[src/rtl/puf_pkg.sv]
// Shared types and default parameter values for the PUF race controller.
// Optional PUF_TIMEOUT_EN adds a per-bit race timeout.
package puf_pkg;

    localparam int RESP_BITS_DEF = 8;
    localparam int SEL_W_DEF     = 4;
    localparam int TIMEOUT_DEF   = 1023;

    typedef enum logic [2:0] {
        S_IDLE,
        S_CLEAR,
        S_SETTLE,
        S_RACE,
        S_RECORD,
        S_DONE
    } state_e;

endpackage

[src/rtl/race_timer.sv]
// Counts RACE cycles and flags expiry on the TIMEOUT-th enabled cycle.
// Only instantiated when PUF_TIMEOUT_EN is defined.
module race_timer
    import puf_pkg::*;
#(
    parameter int TIMEOUT = TIMEOUT_DEF
) (
    input  logic clk,
    input  logic rst_n,
    input  logic clear_i,
    input  logic en_i,
    output logic expired_o
);

    localparam int CW = $clog2(TIMEOUT + 1);

    logic [CW-1:0] cnt_q;

    assign expired_o = en_i && (cnt_q == CW'(TIMEOUT - 1));

    always_ff @(posedge clk or negedge rst_n) begin
        if (!rst_n) begin
            cnt_q <= '0;
        end else if (clear_i) begin
            cnt_q <= '0;
        end else if (en_i && !expired_o) begin
            cnt_q <= cnt_q + 1'b1;
        end
    end

endmodule

[src/rtl/puf_race_controller.sv]
// Ring-oscillator race PUF sequencer: one arbiter race per response bit.
// Define PUF_TIMEOUT_EN to bound each race to TIMEOUT cycles and flag err.
module puf_race_controller
    import puf_pkg::*;
#(
    parameter int RESP_BITS = RESP_BITS_DEF,
    parameter int SEL_W     = SEL_W_DEF,
    parameter int TIMEOUT   = TIMEOUT_DEF
) (
    input  logic                 clk,
    input  logic                 rst_n,
    input  logic                 start,
    input  logic [SEL_W-1:0]     challenge,
    output logic [SEL_W-1:0]     ro_sel_a,
    output logic [SEL_W-1:0]     ro_sel_b,
    output logic                 ro_clr,
    output logic                 ro_en,
    output logic                 arb_rst,
    input  logic                 arb_done,
    input  logic                 arb_winner,
    output logic                 busy,
    output logic [RESP_BITS-1:0] resp,
    output logic                 resp_valid,
    input  logic                 resp_ready,
    output logic                 err
);

    localparam int IDX_W = (RESP_BITS > 1) ? $clog2(RESP_BITS) : 1;
    localparam logic [IDX_W-1:0] LAST = IDX_W'(RESP_BITS - 1);

    state_e               state_q, state_d;
    logic [SEL_W-1:0]     chal_q, chal_d;
    logic [IDX_W-1:0]     idx_q, idx_d;
    logic [RESP_BITS-1:0] resp_q, resp_d;
    logic                 win_q, win_d;
    logic [SEL_W-1:0]     sel_a_q, sel_a_d, sel_b_q, sel_b_d;
    logic                 clr_q, en_q, arb_rst_q, busy_q, valid_q;
    logic                 race_end, win_bit;

`ifdef PUF_TIMEOUT_EN
    logic tmo;
    logic err_q;

    race_timer #(
        .TIMEOUT (TIMEOUT)
    ) u_timer (
        .clk       (clk),
        .rst_n     (rst_n),
        .clear_i   (state_q != S_RACE),
        .en_i      (state_q == S_RACE),
        .expired_o (tmo)
    );

    // A completed race wins over a coincident expiry; a timeout records 0.
    assign race_end = arb_done | tmo;
    assign win_bit  = arb_done & arb_winner;

    always_ff @(posedge clk or negedge rst_n) begin
        if (!rst_n) begin
            err_q <= 1'b0;
        end else if (state_q == S_IDLE && start) begin
            err_q <= 1'b0;
        end else if (state_q == S_RACE && !arb_done && tmo) begin
            err_q <= 1'b1;
        end
    end

    assign err = err_q;
`else
    assign race_end = arb_done;
    assign win_bit  = arb_winner;
    assign err      = 1'b0;
`endif

    always_comb begin
        state_d = state_q;
        chal_d  = chal_q;
        idx_d   = idx_q;
        resp_d  = resp_q;
        win_d   = win_q;
        unique case (state_q)
            S_IDLE: begin
                if (start) begin
                    chal_d  = challenge;
                    idx_d   = '0;
                    resp_d  = '0;
                    state_d = S_CLEAR;
                end
            end
            S_CLEAR:  state_d = S_SETTLE;
            S_SETTLE: state_d = S_RACE;
            S_RACE: begin
                if (race_end) begin
                    win_d   = win_bit;
                    state_d = S_RECORD;
                end
            end
            S_RECORD: begin
                resp_d[idx_q] = win_q;
                if (idx_q == LAST) begin
                    state_d = S_DONE;
                end else begin
                    idx_d   = idx_q + 1'b1;
                    state_d = S_CLEAR;
                end
            end
            S_DONE: begin
                if (resp_ready) state_d = S_IDLE;
            end
            default: state_d = S_IDLE;
        endcase
        // Pair i races oscillators base+2i and base+2i+1, wrapping freely.
        sel_a_d = chal_d + SEL_W'({idx_d, 1'b0});
        sel_b_d = sel_a_d + 1'b1;
    end

    always_ff @(posedge clk or negedge rst_n) begin
        if (!rst_n) begin
            state_q   <= S_IDLE;
            chal_q    <= '0;
            idx_q     <= '0;
            resp_q    <= '0;
            win_q     <= 1'b0;
            sel_a_q   <= '0;
            sel_b_q   <= '0;
            clr_q     <= 1'b0;
            en_q      <= 1'b0;
            arb_rst_q <= 1'b1;
            busy_q    <= 1'b0;
            valid_q   <= 1'b0;
        end else begin
            state_q   <= state_d;
            chal_q    <= chal_d;
            idx_q     <= idx_d;
            resp_q    <= resp_d;
            win_q     <= win_d;
            sel_a_q   <= sel_a_d;
            sel_b_q   <= sel_b_d;
            clr_q     <= (state_d == S_CLEAR);
            en_q      <= (state_d == S_RACE);
            arb_rst_q <= (state_d != S_RACE);
            busy_q    <= (state_d != S_IDLE);
            valid_q   <= (state_d == S_DONE);
        end
    end

    assign ro_sel_a   = sel_a_q;
    assign ro_sel_b   = sel_b_q;
    assign ro_clr     = clr_q;
    assign ro_en      = en_q;
    assign arb_rst    = arb_rst_q;
    assign busy       = busy_q;
    assign resp       = resp_q;
    assign resp_valid = valid_q;

endmodule
[config.mk]
export PLATFORM = sky130hd
export DESIGN_NAME = puf_race_controller
export DESIGN_NICKNAME = d
export VERILOG_FILES = /design/src/rtl/puf_pkg.sv /design/src/rtl/race_timer.sv /design/src/rtl/puf_race_controller.sv
export SDC_FILE = /design/constraint.sdc
export NUM_CORES = 1
export LEC_CHECK = 0
export ABC_CLOCK_PERIOD_IN_PS = 7700
export CAP_MARGIN = 20
export CORE_MARGIN = 4
export CORE_UTILIZATION = 35
export DETAILED_ROUTE_END_ITERATION = 6
export PLACE_DENSITY = 0.58
export SLEW_MARGIN = 40
export SYNTH_ARGS = -nofsm -noshare
export SYNTH_HDL_FRONTEND = slang
export SYNTH_SLANG_ARGS = --single-unit
[constraint.sdc]
create_clock -name clk -period 7.7 [get_ports clk]
set_input_delay 1.925 -clock clk [delete_from_list [all_inputs] [get_ports clk]]
set_output_delay 1.925 -clock clk [all_outputs]
set_load 0.01 [all_outputs]
After elaboration in Yosys (flattened, before gate mapping)
Cells that the tools add are included.
Storage, ports and cells
  bits of input ports: 10
  logic and storage cells: 49
  register bits: 32
  output and inout port bits: 22
Cells by class
  add/subtract/negate cells: 3
  mux-type cells: 15
  reductions and logical operators: 6
  equal/unequal tests: 11
  $lt $le $gt $ge: 2
Operator list (number)
  3-bit 2-to-1 mux: 6
  3-bit one-hot mux with 6 select lines: 1
  8-bit one-hot mux with 2 select lines: 1
  3-bit equality test (second input constant): 4
  3-bit by 2-bit equality test with 1-bit output (second input constant): 3
  8-bit bitwise mux: 1
  4-bit 2-to-1 mux: 2
  8-bit 2-to-1 mux: 1
  3-bit by 1-bit equality test with 1-bit output (second input constant): 2
  3-bit one-hot mux with 2 select lines: 1
  4-bit by 1-bit adder with 4-bit output (second input constant): 1
  4-bit adder: 1
  3-bit by 4-bit < comparator with 1-bit output (second input constant): 1
  2-bit AND reduction: 2
  3-bit by 1-bit adder with 3-bit output (second input constant): 1
  1-bit demux with 3-bit select: 1
  3-bit by 1-bit >= comparator with 1-bit output (second input constant): 1
  3-bit logical NOT: 1
  3-bit by 2-bit != test with 1-bit output (second input constant): 1
  3-bit nonzero test: 1
  2-bit != test (second input constant): 1
  2-bit nonzero test: 1
  1-bit logical AND: 1
  1-bit 2-to-1 mux: 1

Longest topological paths before layout
Gate-level depths: netlist of run 1.
  word-level depth: 6
  gate-level depth with buffers: 11
  depth with buffers taken out: 10

Worst setup path after synthesis of run 1
OpenSTA, ideal clock, no wires.
  path type: input to register
  start: input port start
  end: register sel_b_q[3] (netlist: ro_sel_b[3])
  stages on the path: 8
  arrival: 3852 ps
  data required time: 7575 ps
  slack: 3723 ps
  path through: nor4b_4 mux2_1 ha_1 fa_1 xor2_1 mux2i_1 xnor2_2 xor2_1
Between the ends
  cells in the longest elaborated chain, start to end: 4
  elaborated cells on any way between the ends: 6
  classes of those cells: add/sub (2); mux (4)
Ends and longest elaborated chain
  start, declared: line puf_race_controller.sv:12  | input logic start,
  4-bit 2-to-1 mux: line puf_race_controller.sv:83  | if (start) begin
  4-bit 2-to-1 mux: line puf_race_controller.sv:81  | unique case (state_q)
  net chal_d[1]: line puf_race_controller.sv:32  | logic [SEL_W-1:0] chal_q, chal_d;
  4-bit adder: line puf_race_controller.sv:113  | sel_a_d = chal_d + SEL_W'({idx_d, 1'b0});
  net sel_a_d[3]: line puf_race_controller.sv:36  | logic [SEL_W-1:0] sel_a_q, sel_a_d, sel_b_q, sel_b_d;
  4-bit by 1-bit adder with 4-bit output: line puf_race_controller.sv:114  | sel_b_d = sel_a_d + 1'b1;
  net sel_b_d[3]: line puf_race_controller.sv:36
  end signal, assigned: line puf_race_controller.sv:138  | sel_b_q <= sel_b_d;
  end, declared: line puf_race_controller.sv:36
The timed path passes the listed nets, and every way through them passes these cells.
A chain may end at the register's enable or synchronous reset.

Worst setup path after layout of run 1
Same ends and word-level chain as after synthesis.

==> results of run 1 <==
[layout make-up]
class | instances | share of cell area [%]
inverters | 5 | 1.02
repair buffers | 31 | 16.8
clock inverters | 2 | 1.91
clock buffers | 6 | 4.50
well taps | 48 | 3.27
multi-input cells | 80 | 30.2
flip-flops and latches | 31 | 42.3
[path summary, 6_finish.rpt]
check                                    to  startpoint
worst max-delay path            ro_sel_b[3]       start
max in group asynchronous           arb_rst       rst_n
min in group asynchronous       ro_sel_b[0]       rst_n
worst min-delay path                resp[0]     resp[0]
worst max register to register  ro_sel_b[3]  state_q[0]
worst min register to register      resp[0]     resp[0]
[state kept, by name, summed over array words and instances (netlist names)]
| register | count |
|---|---|
| arb_rst | 1 |
| busy | 1 |
| chal_q | 3 |
| idx_q | 3 |
| resp | 8 |
| resp_valid | 1 |
| ro_clr | 1 |
| ro_en | 1 |
| ro_sel_a | 4 |
| ro_sel_b | 4 |
| state_q | 3 |
| win_q | 1 |
[worst max-delay path: cells and delay by family]
family	cells	cell delay, ns
multiplexers	2	0.64
buffers and inverters	1	0.54
AND/OR/NAND/NOR	1	0.40
adder cells (fa/ha/maj)	2	0.64
XOR/XNOR	3	0.51
[logic make-up after synthesis]
| group | count (synthesis) | share of synthesized area (%) |
|---|---|---|
| fa+ha+maj | 4 | 4.12 |
| xor+xnor | 5 | 3.67 |
| buf+inv | 13 | 4.66 |
| flops | 31 | 55.6 |
| compound gates | 32 | 13.0 |
| simple gates | 30 | 12.5 |
| other cells | 1 | 0.269 |
| mux | 8 | 6.18 |
[cell usage in the layout (no fill, tap or decap), drive strengths merged, types with 2 or more instances in the layout]
| cell type | netlist | layout |
|---|---|---|
| a31oi | 4 | 4 |
| o21a | 3 | 3 |
| xor2 | 4 | 4 |
| clkdlybuf4s50 | 0 | 30 |
| o31ai | 2 | 2 |
| nor2b | 2 | 2 |
| mux2i | 3 | 3 |
| nand2 | 6 | 6 |
| o21ai | 18 | 18 |
| nor3 | 2 | 2 |
| nand2b | 3 | 3 |
| mux2 | 5 | 5 |
| a21oi | 4 | 4 |
| dfrtp | 30 | 30 |
| nor2 | 8 | 8 |
| clkbuf | 4 | 6 |
| nand3 | 2 | 2 |
| inv | 5 | 5 |
| ha | 3 | 3 |
[stage by stage]
stage,setup slack [ns],cells
floorplan,3.72,124
global route,3.10,203
CTS,3.21,203
finish,3.25,203
global placement,3.04,195
detailed placement,2.93,195
[routing by layer]
metal  up-vias  GRT usage (%)  routed length (µm)
met1       490           13.5                1210
met2        33           18.3                1280
met3         6           4.97                 151
met5         -              0                   0
li1        489              -                   -
met4         0           5.01                  45
[power by group through the flow]
stage | registers [mW] | clock network [mW] | logic, mW
6_report | 0.294 | 0.162 | 0.303
3_3_place_gp | 0.296 | 0 | 0.304
4_1_cts | 0.294 | 0.168 | 0.311
3_5_place_dp | 0.297 | 0 | 0.310
5_1_grt | 0.305 | 0.173 | 0.334
2_1_floorplan | 0.284 | 0 | 0.198
==> impl_metrics.sql, run 1 <==
INSERT INTO impl_metrics (metric_group, metric, value, unit) VALUES
('synthesis', 'synth.cells.most_frequent', 'sky130_fd_sc_hd__dfrtp_1 (30), sky130_fd_sc_hd__o21ai_1 (17), sky130_fd_sc_hd__nor2_1 (8)', ''),
('synthesis', 'netlist-cell-type-count', '36', ''),
('status', 'status', 'finished clean', ''),
('timing', 'timing.final.hold_violations', '0', ''),
('layout', 'multi_input_comb_area', '554', 'µm²'),
('critical_path', 'r2r_setup_slack', '4.66', 'ns'),
('layout', 'areaGrowthSynthToFinish', '31.5', '%'),
('critical_path', 'critical_path_arrival', '4.66', 'ns'),
('die', 'die_outline_width', '71.2', 'µm'),
('layout', 'drive_gt1_share', '9.03', '%'),
('die', 'design.die.area', '5060', 'µm²'),
('pwr', 'net_switching_share_of_the_total_power', '34.0', '%'),
('place', 'io_buffer_count', '30', ''),
('synthesis', 'synth_top_cell_by_area', 'sky130_fd_sc_hd__dfrtp_1', ''),
('place', 'placed_wire_length_estimate', '2060', 'µm'),
('timing', 'fin_tns_setup', '0', 'ns'),
('routing', 'wirelength', '2690', 'µm'),
('synthesis', 'synth-async-reset-ratio', '100', '%'),
('timing', 'fmax', '225', 'MHz'),
('synthesis', 'synthDominantCellAreaShare', '53.8', '%'),
('timing', 'finalClockSkew', '0.00416', 'ns'),
('synthesis', 'synthesis.instances', '124', ''),
('layout', 'finish.utilization', '48.7', '%'),
('routing', 'drt_iter0_drc', '76', ''),
('pwr', 'finalPower', '0.760', 'mW'),
('pwr', 'power_frac_comb', '39.9', '%'),
('global_routing', 'grt_start_max_net_pins', '32', ''),
('global_routing', 'total_congestion_overflow', '0', ''),
('global_routing', 'first_pass_grt_wire_length', '4540', 'µm'),
('routing', 'route.vias.total', '1018', ''),
('critical_path', 'critical_path.max_stage_delay', '0.54', 'ns'),
('timing', 'setup_viol', '0', ''),
('pwr', 'share_clk_of_total_power', '21.4', '%'),
('clock_tree', 'worst_skew_pair.late_latency', '0.28', 'ns'),
('critical_path', 'critPathCaptureType', 'flop', ''),
('global_routing', 'antenna_found_initial', '0', ''),
('die', 'design.portCount', '32', ''),
('timing', 'fin_worst_hold_slack', '0.498', 'ns'),
('critical_path', 'cp_cell_sequence', 'clkdlybuf4s50_1 > nor4b_4 > mux2_1 > ha_1 > fa_1 > xor2_1 > mux2i_1 > xnor2_2 > xor2_1', ''),
('clock_tree', 'total_of_cells_resized_after_clock_tree_synthesis', '0', ''),
('critical_path', 'cp_common_cell', 'sky130_fd_sc_hd__xor2_1', ''),
('clock_tree', 'clock_tree.htree_level_count', '2', ''),
('timing', 'timing.final.crit_share', '57.8', '%'),
('synthesis', 'syn_nets', '138', ''),
('synthesis', 'synth_seq_area_share', '55.6', '%'),
('hold_path', 'worstHoldPathCells', '2', ''),
('pwr', 'standby_leakage_power', '0.787', 'nW'),
('timing', 'finalCriticalPeriod', '4.45', 'ns'),
('clock_tree', 'clock_sink_count', '31', ''),
('global_routing', 'globalRouteTotalUtil', '11.5', '%'),
('timing', 'setup_repair_after_global_routing_missed_its_margin', 'false', ''),
('timing', 'worst_slew_pin_slew', '0.623', 'ns'),
('layout', 'layout.nets', '168', ''),
('layout', 'layout_cell_area_excl_fill', '1840', 'µm²'),
('pwr', 'powerDensity', '414', 'nW/µm²'),
('clock_tree', 'cts_hold_buf', '0', ''),
('timing', 'timing.final.max_slew_violations', '0', ''),
('critical_path', 'crit_path_max_fanout', '5', ''),
('die', 'die_y', '71.2', 'µm'),
('clock_tree', 'clockBufferDepth', '2', ''),
('flow_run', 'max_cap_viol_count', '0', ''),
('die', 'coreArea', '3770', 'µm²'),
('timing', 'slew-limit-headroom', '58.2', '%'),
('clock_tree', 'tritoncts', 'built', ''),
('synthesis', 'number_of_synthesis_warnings', '0', ''),
('pwr', 'p_sw', '0.258', 'mW'),
('synthesis', 'dominantRegCellSynth', 'sky130_fd_sc_hd__dfrtp_1', ''),
('layout', 'num_antenna_cells', '0', ''),
('routing', 'drt-pass1-iter-count', '4', ''),
('synthesis', 'post_synth.cell_area_avg', '11.3', 'µm²'),
('clock_tree', 'clock-root-buffer', 'sky130_fd_sc_hd__clkbuf_8', '');
Note: power is estimated with default switching activity, not from simulation.
==> run 2: changes to the inputs <==
Settings changed: ABC_CLOCK_PERIOD_IN_PS 7700 to 4190.
Clock period 7.7 ns to 4.19 ns, I/O delays scaled along.
==> run 2 against run 1 <==
Effect of this change: non-clock buffer count rose by 1; setup slack got worse by 2.5 ns; sequential share of layout area fell by 0.17 points; combinational power rose by 86%; global-route usage rose by 0.66 points; power rose by 85%; wire length rose by 4.4%; final cell count rose by 0.49%; first-iteration DRC count rose by 54%; sequential cell count did not move; hold slack improved by 0.0010 ns; design area rose by 0.41%; critical path type unchanged; critical endpoint unchanged; largest cell class unchanged.
==> impl_metrics.sql, run 2 (synthesized netlist as in run 1, its figures left out) <==
INSERT INTO impl_metrics (metric_group, metric, value, unit) VALUES
('global_routing', 'grt_start_max_net_pins', '32', ''),
('place', 'gp_congestion', '0.752', ''),
('flow_run', 'max_cap_viol_count', '0', ''),
('clock_tree', 'cts_hold_buf', '0', ''),
('routing', 'drt_iter0_drc', '117', ''),
('die', 'coreArea', '3770', 'µm²'),
('global_routing', 'antenna_found_initial', '0', ''),
('pwr', 'peak_supply_drop', '0.000240', 'V'),
('status', 'status', 'finished clean', ''),
('critical_path', 'critPathCaptureType', 'flop', ''),
('timing', 'timing.final.max_slew_violations', '0', ''),
('timing', 'timing.final.crit_share', '82.0', '%'),
('critical_path', 'critical_path.startpoint_type', 'input port', ''),
('timing', 'timing.final.hold_violations', '0', ''),
('routing', 'drt-pass1-iter-count', '4', ''),
('pwr', 'power_frac_comb', '40.0', '%'),
('clock_tree', 'total_of_cells_resized_after_clock_tree_synthesis', '0', ''),
('pwr', 'p_int', '0.925', 'mW'),
('timing', 'finalCriticalPeriod', '3.44', 'ns'),
('pwr', 'powerDensity', '764', 'nW/µm²'),
('clock_tree', 'clockBufferDepth', '2', ''),
('pwr', 'share_clk_of_total_power', '21.5', '%'),
('routing', 'avgViaCountPerCell', '4.91', ''),
('global_routing', 'total_congestion_overflow', '0', ''),
('clock_tree', 'clock-root-buffer', 'sky130_fd_sc_hd__clkbuf_8', ''),
('die', 'design.portCount', '32', ''),
('clock_tree', 'tritoncts', 'built', ''),
('critical_path', 'critical_path_arrival', '3.64', 'ns'),
('clock_tree', 'clock_sink_count', '31', ''),
('clock_tree', 'worst_skew_pair.late_latency', '0.28', 'ns'),
('pwr', 'sequentialPowerShare', '38.5', '%'),
('clock_tree', 'postCtsSetupBuffers', '0', ''),
('die', 'design.die.area', '5060', 'µm²'),
('routing', 'routedWlPerCell', '13.8', 'µm'),
('die', 'floorplan.initialDensity', '37.0', '%'),
('routing', 'antenna_left', '0', ''),
('pwr', 'p_sw', '0.483', 'mW'),
('layout', 'num_antenna_cells', '0', ''),
('clock_tree', 'clock_tree.htree_level_count', '2', ''),
('timing', 'finalClockSkew', '0.00174', 'ns'),
('clock_tree', 'numCtsBuffers', '5', ''),
('die', 'die_outline_width', '71.2', 'µm'),
('timing', 'fin_tns_setup', '0', 'ns'),
('timing', 'setup_repair_after_global_routing_missed_its_margin', 'false', ''),
('timing', 'setup_viol', '0', ''),
('layout', 'layout.nets', '169', ''),
('critical_path', 'timing.setup.critical_path_class', 'input port to flop', ''),
('global_routing', 'first_pass_grt_wire_length', '4820', 'µm'),
('pwr', 'standby_leakage_power', '0.792', 'nW'),
('layout', 'layout.area.seq', '777', 'µm²'),
('timing', 'worst_slew_pin_slew', '0.642', 'ns'),
('place', 'placed_wire_length_estimate', '2040', 'µm'),
('global_routing', 'globalRouteTotalUtil', '12.2', '%'),
('die', 'die_y', '71.2', 'µm'),
('routing', 'remaining_drc_errors', '0', ''),
('layout', 'fillerInstances', '333', ''),
('hold_path', 'timing.hold.worst.class', 'flop to flop', ''),
('critical_path', 'critical_path_required', '4.39', 'ns'),
('layout', 'drive_gt1_share', '9.62', '%'),
('layout', 'number_of_flip_flops_in_the_largest_register', '8', ''),
('place', 'placed_cells_incl_taps', '196', ''),
('pwr', 'net_switching_share_of_the_total_power', '34.3', '%'),
('clock_tree', 'clkTransAtPathRegs', '0.07', 'ns'),
('routing', 'route.vias.total', '1001', ''),
('routing', 'wirelength', '2810', 'µm'),
('die', 'row_count', '22', ''),
('place', 'io_buffer_count', '30', ''),
('critical_path', 'crit_path_max_fanout', '9', ''),
('timing', 'slew-limit-headroom', '56.9', '%'),
('critical_path', 'r2r_setup_slack', '1.18', 'ns'),
('global_routing', 'first_global_vias', '974', ''),
('layout', 'number_of_standard_cells_in_the_layout_taps_in_and_fillers_out', '204', ''),
('layout', 'layout.cells.most_common_list', 'sky130_fd_sc_hd__dfrtp_1 (30), sky130_fd_sc_hd__clkdlybuf4s50_1 (30), sky130_fd_sc_hd__o21ai_1 (17)', ''),
('layout', 'multi_input_comb_area', '554', 'µm²'),
('layout', 'areaGrowthSynthToFinish', '32.0', '%'),
('timing', 'fmax', '291', 'MHz');
==> run 2: cell types whose count changed in the layout (fill, tap and decap cells not counted) <==
cell	change
sky130_fd_sc_hd__buf_4	+1
==> run 2: final timing paths <==
path                            startpoint     endpoint  depth (start not counted)
worst min-delay path               resp[2]      resp[2]                          2
max in group asynchronous            rst_n      arb_rst                          2
worst min register to register     resp[2]      resp[2]                          2
worst max-delay path                 start  ro_sel_b[3]                         10
worst max register to register  state_q[0]  ro_sel_b[3]                         10
min in group asynchronous            rst_n  ro_sel_b[2]                          2
==> run 2: stage by stage <==
step	cell area [µm²]	hold slack, ns	power [mW]	util, %	worst slack [ns]
2_1_floorplan	1400	0.460	0.886	-	1.09
3_3_place_gp	1730	0.485	1.11	45.8	0.519
3_5_place_dp	1730	0.494	1.12	45.8	0.459
4_1_cts	1840	0.509	1.43	48.9	0.752
5_1_grt	1840	0.539	1.51	48.9	0.567
6_report	1840	0.499	1.41	48.9	0.754
==> run 2: worst max-delay path, cell delays in order <==
cell and delay (ns):
sky130_fd_sc_hd__clkdlybuf4s50_1 0.54, sky130_fd_sc_hd__o21ai_1 0.26, sky130_fd_sc_hd__a31oi_1 0.31, sky130_fd_sc_hd__mux2i_1 0.14
sky130_fd_sc_hd__ha_1 0.22, sky130_fd_sc_hd__fa_1 0.41, sky130_fd_sc_hd__xor2_1 0.18, sky130_fd_sc_hd__mux2i_1 0.23
sky130_fd_sc_hd__xnor2_2 0.15, sky130_fd_sc_hd__xor2_1 0.15
==> run 2: layer usage <==
metal	global-route usage (%)	up-vias	part of all wire [%]
met2	17.8	27	47
met5	0	-	0
met1	16.1	474	46
met4	6.05	0	1.7
li1	-	495	-
met3	3.98	5	5.2
==> run 2: layout make-up <==
class	instances	share of cell area [%]
inverter	5	1.02
sequential	31	42.2
clock inverter	2	1.90
multi-input combinational	80	30.1
clock buffer	6	4.48
tap	48	3.26
timing repair buffer	32	17.1
==> run 2: power groups by stage <==
stage,clock (mW),combinational (mW),sequential (mW)
finish,0.303,0.563,0.541
global route,0.325,0.627,0.562
CTS,0.313,0.573,0.542
detailed placement,0,0.572,0.548
global placement,0,0.563,0.543
floorplan,0,0.364,0.522
